## src/rtl/pwm_pkg.sv

```systemverilog
// pwm_pkg: shared constants and helpers for the multi-channel PWM generator
package pwm_pkg;
    localparam logic PWM_EDGE   = 1'b0;
    localparam logic PWM_CENTER = 1'b1;

    function automatic int duty_width(input int steps);
        return $clog2(steps + 1);
    endfunction
endpackage

```

## src/rtl/pwm_btn_debounce.sv

```systemverilog
// pwm_btn_debounce: tick-rate two-stage sampler with a one-cycle rising-edge pulse
module pwm_btn_debounce (
    input  logic clk,
    input  logic rst,
    input  logic tick,
    input  logic btn,
    output logic press
);
    logic s1_q, s1_d, s2_q, s2_d;

    always_comb begin
        s1_d  = tick ? btn : s1_q;
        s2_d  = tick ? s1_q : s2_q;
        press = s1_q & ~s2_q & tick;
    end

    always_ff @(posedge clk) begin
        if (rst) begin
            s1_q <= 1'b0;
            s2_q <= 1'b0;
        end else begin
            s1_q <= s1_d;
            s2_q <= s2_d;
        end
    end
endmodule

```

## src/rtl/pwm_multi_channel.sv

```systemverilog
// pwm_multi_channel: NCH button-controlled PWM channels sharing one period counter,
// with duties and mode shadowed into the active set only at period boundaries
module pwm_multi_channel
    import pwm_pkg::*;
#(
    parameter int NCH       = 4,
    parameter int STEPS     = 10,
    parameter int DW        = duty_width(STEPS),
    parameter int DEB_DIV   = 25000000,
    parameter int DUTY_INIT = 5
) (
    input  logic              clk,
    input  logic              rst,
    input  logic              ena,
    input  logic              center_mode,
    input  logic [NCH-1:0]    inc_btn,
    input  logic [NCH-1:0]    dec_btn,
    output logic [NCH-1:0]    pwm_out,
    output logic [NCH*DW-1:0] duty_out,
    output logic              period_start
);
    localparam int PW = $clog2(2 * STEPS);
    localparam int CW = $clog2(DEB_DIV);

    logic [CW-1:0]          deb_cnt_q, deb_cnt_d;
    logic [PW-1:0]          pc_q, pc_d, level, lim;
    logic [NCH-1:0][DW-1:0] duty_req_q, duty_req_d, duty_act_q, duty_act_d;
    logic [NCH-1:0]         pwm_q, pwm_d, inc_p, dec_p;
    logic                   mode_act_q, mode_act_d, period_start_q, period_start_d;
    logic                   tick, boundary, load;

    for (genvar i = 0; i < NCH; i++) begin : g_ch
        pwm_btn_debounce u_inc (.clk(clk), .rst(rst), .tick(tick), .btn(inc_btn[i]), .press(inc_p[i]));
        pwm_btn_debounce u_dec (.clk(clk), .rst(rst), .tick(tick), .btn(dec_btn[i]), .press(dec_p[i]));
    end

    always_comb begin
        tick           = deb_cnt_q == CW'(DEB_DIV - 1);
        deb_cnt_d      = tick ? '0 : deb_cnt_q + 1'b1;
        lim            = (mode_act_q == PWM_CENTER) ? PW'(2 * STEPS - 1) : PW'(STEPS - 1);
        boundary       = pc_q == lim;
        // while disabled the shadow copy tracks the requests every cycle
        load           = !ena || boundary;
        pc_d           = load ? '0 : pc_q + 1'b1;
        mode_act_d     = load ? center_mode : mode_act_q;
        duty_act_d     = load ? duty_req_q : duty_act_q;
        level          = (mode_act_q == PWM_CENTER && pc_q >= PW'(STEPS)) ? PW'(2 * STEPS - 1) - pc_q : pc_q;
        period_start_d = ena && pc_q == '0;
        for (int k = 0; k < NCH; k++) begin
            duty_req_d[k] = duty_req_q[k];
            if (inc_p[k] && !dec_p[k] && duty_req_q[k] < DW'(STEPS))
                duty_req_d[k] = duty_req_q[k] + 1'b1;
            else if (dec_p[k] && !inc_p[k] && duty_req_q[k] > '0)
                duty_req_d[k] = duty_req_q[k] - 1'b1;
            pwm_d[k] = ena && (level < PW'(duty_act_q[k]));
        end
    end

    always_ff @(posedge clk) begin
        if (rst) begin
            deb_cnt_q      <= '0;
            pc_q           <= '0;
            duty_req_q     <= {NCH{DW'(DUTY_INIT)}};
            duty_act_q     <= {NCH{DW'(DUTY_INIT)}};
            mode_act_q     <= PWM_EDGE;
            pwm_q          <= '0;
            period_start_q <= 1'b0;
        end else begin
            deb_cnt_q      <= deb_cnt_d;
            pc_q           <= pc_d;
            duty_req_q     <= duty_req_d;
            duty_act_q     <= duty_act_d;
            mode_act_q     <= mode_act_d;
            pwm_q          <= pwm_d;
            period_start_q <= period_start_d;
        end
    end

    assign pwm_out      = pwm_q;
    assign duty_out     = duty_act_q;
    assign period_start = period_start_q;
endmodule

```

## config.mk

```make
export PLATFORM = sky130hd
export DESIGN_NAME = pwm_multi_channel
export DESIGN_NICKNAME = d
export VERILOG_FILES = /design/src/rtl/pwm_pkg.sv /design/src/rtl/pwm_btn_debounce.sv /design/src/rtl/pwm_multi_channel.sv
export SDC_FILE = /design/constraint.sdc
export NUM_CORES = 1
export LEC_CHECK = 0
export ABC_CLOCK_PERIOD_IN_PS = 3200
export BUFFER_PORTS_ARGS = -buffer_cell sky130_fd_sc_hd__buf_2
export CAP_MARGIN = 25
export CELL_PAD_IN_SITES_DETAIL_PLACEMENT = 1
export CELL_PAD_IN_SITES_GLOBAL_PLACEMENT = 1
export CORE_MARGIN = 3
export CORE_UTILIZATION = 46
export DETAILED_ROUTE_END_ITERATION = 7
export PLACE_DENSITY = 0.8
export SYNTH_ARGS = -nofsm -noshare
export SYNTH_HDL_FRONTEND = slang
export SYNTH_SLANG_ARGS = --single-unit
```

## constraint.sdc

```tcl
create_clock -name clk -period 3.2 [get_ports clk]
set_clock_uncertainty 0.15 [all_clocks]
set_input_delay 0.16 -clock clk [delete_from_list [all_inputs] [get_ports clk]]
set_output_delay 0.16 -clock clk [all_outputs]
set_load 0.005 [all_outputs]
```

==> impl_metrics.toml <==
[floorplanning]
pin_count = 33
dieWidth_um = 102.5
coreArea_um2 = 8891
row_count = 34
dieArea_um2 = 10500
die_h_um = 102.5
start_util_pct = 48.17

[route]
drc_errors = 0
top_layer = "met4"
post_drt_via_cell_ratio = 5.513
wl_met2_um = 4797
dr.pass1.iters = 4
dr.first_iter.drc_count = 107
met1_length_um = 4708
met3_length_um = 267
postRouteAntennaNets = 0
dr_total_vias = 3523
wirelength_um = 9864
wl_per_cell_um = 15.44

[worst_setup_path]
cp_cell_sequence = "and4_2, nand2_1, nor3_1, buf_4, nand2_1, ha_1, a21o_1, a21oi_1, mux2_2, or3_1, a21oi_1"
critPathBufInv = 1
reg2regPathDepth = 11
worstSetupPathType = "reg -> reg"
slowest_stage = "dfxtp_1"
cp_max_fo = 5
critical_path_required_ns = 3.33
rrSetupSlack_ns = 0.21
rr_startpoint = "deb_cnt_q[3]$_SDFF_PP0_"
slowest_delay_ns = 0.41
r2r-end = "duty_req_q[7]$_SDFFE_PP0P_"
critPathLaunchType = "flip-flop"
crit_path_end_kind = "flip-flop"
crit_family = "simple AND/OR/NAND/NOR gates"
arrival_ns = 3.12

[run_status]
status = "finished clean"

[power]
ir_drop_uv = 308.0
power_leakage_nw = 1.880
power_mw = 2.003
power_density_nw_per_um2 = 411.5

[global_routing]
grt_pass1_vias = 3599
grt_overflow = 0
grt_max_degree = 43
grt_pass1_wl_um = 16930
grt_use_total_pct = 20.12
antenna_found_initial = 0

[synth]
syn_inst = 486
ys_seq_area_share_pct = 39.26
avgSynthCellArea_um2 = 8.812
syn_nets = 527
synth_cell_types = 42
synth_area_um2 = 4283
synth_top_area_share_pct = 39.26
synth_warnings = 0
synth-seq-cells = 84
synth_top_area_cell = "dfxtp_1"
yosys-top-cells-area = "dfxtp_1, ha_1, nor2_1, nand2_1, mux2i_1"

[min_path]
min_from = "g_ch[2].u_dec.s2_q$_SDFFE_PP0N_"
min_path_type = "reg -> reg"
hold_end = "g_ch[2].u_dec.s2_q$_SDFFE_PP0N_"
min_path_cells = 2

[sta]
maxSlewHeadroom_pct = 51.32
post-route-period-util_pct = 93.52
fin_crit_ns = 2.993
worstMarginPinSlew_ns = 0.7302
setup_tns_ns = 0
clock.fmax_ghz = 0.3341
slew_viol_final = 0
setup-violations-final = 0
final_hold_viol_count = 0
rsz0062_at_grt = "false"

[job]
cap_violations = 0

[clock_tree]
numCtsBuffers = 9
clk_path_buf_depth = 2
clock_sinks = 84
clock_latency_ns = 0.35
htreeDepth = 3
cts_root_buffer = "clkbuf_8"
cts.clk_slew.worst_paths_ns = 0.08
cts_tree = "yes"

[cells_and_area]
num_antenna_cells = 0
fillCellCount = 1066
syn_to_final_growth_pct = 13.64
drive_above_1_share_pct = 13.18
nets = 567
utilization_pct = 54.74

[placement]
place_hpwl_um = 7085
routabilityCongestion = 0.7882
port_buffers = 32
## metal layers
layer  up-vias  GRT usage, %
li1       1759             -
met1      1716         26.42
met2        39         34.01
met3         9         4.330
met4         0         4.541
met5         -             0
## cell type report
cell class	count	area (um^2)	area share [%]
Clock buffer	10	127.6	2.622
Clock inverter	6	87.58	1.799
Inverter	31	116.4	2.391
Multi-Input combinational cell	350	2395	49.20
Sequential cell	84	1683	34.58
Tap cell	108	135.1	2.776
Timing Repair Buffer	50	322.8	6.632
## stage by stage
stage          worst slack, ns  hold WS, ns  area, um^2  std cells
5_1_grt                0.01046       0.3139        4867        639
6_report                0.2072       0.3023        4867        639
3_5_place_dp            0.1710       0.2646        4539        612
3_3_place_gp            0.3284       0.2599        4539        612
4_1_cts                 0.1830       0.3034        4865        639
2_1_floorplan           0.3397       0.1505        4283        486
## cells in the mapped netlist, drive strengths merged
cell type	count
ha	25
o21ai	10
nand4	21
a21o	4
and3	2
a21oi	27
nand2b	14
a31oi	4
clkbuf	15
inv	31
nor4	6
nor3b	1
mux2i	16
nand2	50
nand3b	1
buf	6
dfxtp	84
a211o	15
nor2	61
and4	6
a211oi	4
o21bai	4
nand3	11
mux2	4
o311ai	4
o21a	1
or2	2
nor3	6
fa	4
or3	4
and2	1
and4b	1
o41ai	4
xnor2	17
xor2	18
o211ai	1
nor4b	1
## repair_timing
action	CTS	global route
endpoints found under the setup margin	0	1
hold buffers	11	0
endpoints found under the hold margin	14	0
buffers inserted	0	0
gates resized for setup	0	2
## worst min-delay path, cell delays in order (launching register included)
cell,delay (ns)
dfxtp_1,0.31
nand2_1,0.05
a21oi_1,0.05
## cell usage in the layout (no fill, tap or decap), drive strengths merged, types with 2 or more instances in the layout
| cell type | instances |
|---|---|
| inv | 32 |
| fa | 4 |
| mux2 | 4 |
| nand2b | 14 |
| nand3 | 11 |
| and4 | 6 |
| or2 | 2 |
| dlygate4sd3 | 11 |
| or3 | 4 |
| a21o | 4 |
| buf | 39 |
| nand4 | 21 |
| o21bai | 4 |
| mux2i | 16 |
| a21oi | 27 |
| clkbuf | 10 |
| a31oi | 4 |
| clkinv | 3 |
| and3 | 2 |
| o21ai | 10 |
| nor2 | 61 |
| o41ai | 4 |
| nor4 | 6 |
| xor2 | 18 |
| xnor2 | 17 |
| a211oi | 4 |
| o311ai | 4 |
| nand2 | 50 |
| bufinv | 2 |
| dfxtp | 84 |
| ha | 25 |
| nor3 | 6 |
| a211o | 15 |
## flip-flops by register name (all words and copies together), names as in the netlist
| name | cells |
|---|---|
| deb_cnt_q | 25 |
| duty_out | 16 |
| duty_req_q | 16 |
| g_ch.u_dec.s1_q | 4 |
| g_ch.u_dec.s2_q | 4 |
| g_ch.u_inc.s1_q | 4 |
| g_ch.u_inc.s2_q | 4 |
| mode_act_q | 1 |
| pc_q | 5 |
| period_start | 1 |
| pwm_out | 4 |
## power breakdown
part | switching (mW) | total (mW) | internal, mW | leakage [nW]
Clock | 0.386 | 0.828 | 0.442 | 0.111
Sequential | 0.0140 | 1.07 | 1.06 | 0.681
Combinational | 0.0550 | 0.103 | 0.0477 | 1.09
Total | 0.455 | 2.00 | 1.55 | 1.88
## logic make-up after synthesis
family | Yosys count | synth area share (%)
compound gates | 78 | 12.53
fa+ha+maj | 29 | 9.173
mux | 20 | 4.791
simple gates | 188 | 22.23
xor+xnor | 35 | 7.157
buf+inv | 52 | 4.849
flops | 84 | 39.26
## how the worst max path moves through the flow
stage	slack (ns)	end	cells after the start	from
after floorplan	0.34	duty_req_q[11]$_SDFFE_PP0P_	10	deb_cnt_q[2]$_SDFF_PP0_
after global placement	0.33	duty_req_q[3]$_SDFFE_PP0P_	11	deb_cnt_q[2]$_SDFF_PP0_
after detailed placement	0.17	duty_req_q[7]$_SDFFE_PP0P_	11	deb_cnt_q[2]$_SDFF_PP0_
after CTS	0.18	duty_req_q[7]$_SDFFE_PP0P_	11	deb_cnt_q[2]$_SDFF_PP0_
after global routing	0.01	duty_req_q[7]$_SDFFE_PP0P_	11	deb_cnt_q[12]$_SDFF_PP0_
final	0.21	duty_req_q[7]$_SDFFE_PP0P_	11	deb_cnt_q[3]$_SDFF_PP0_
Power figures use the tool's default switching activity.
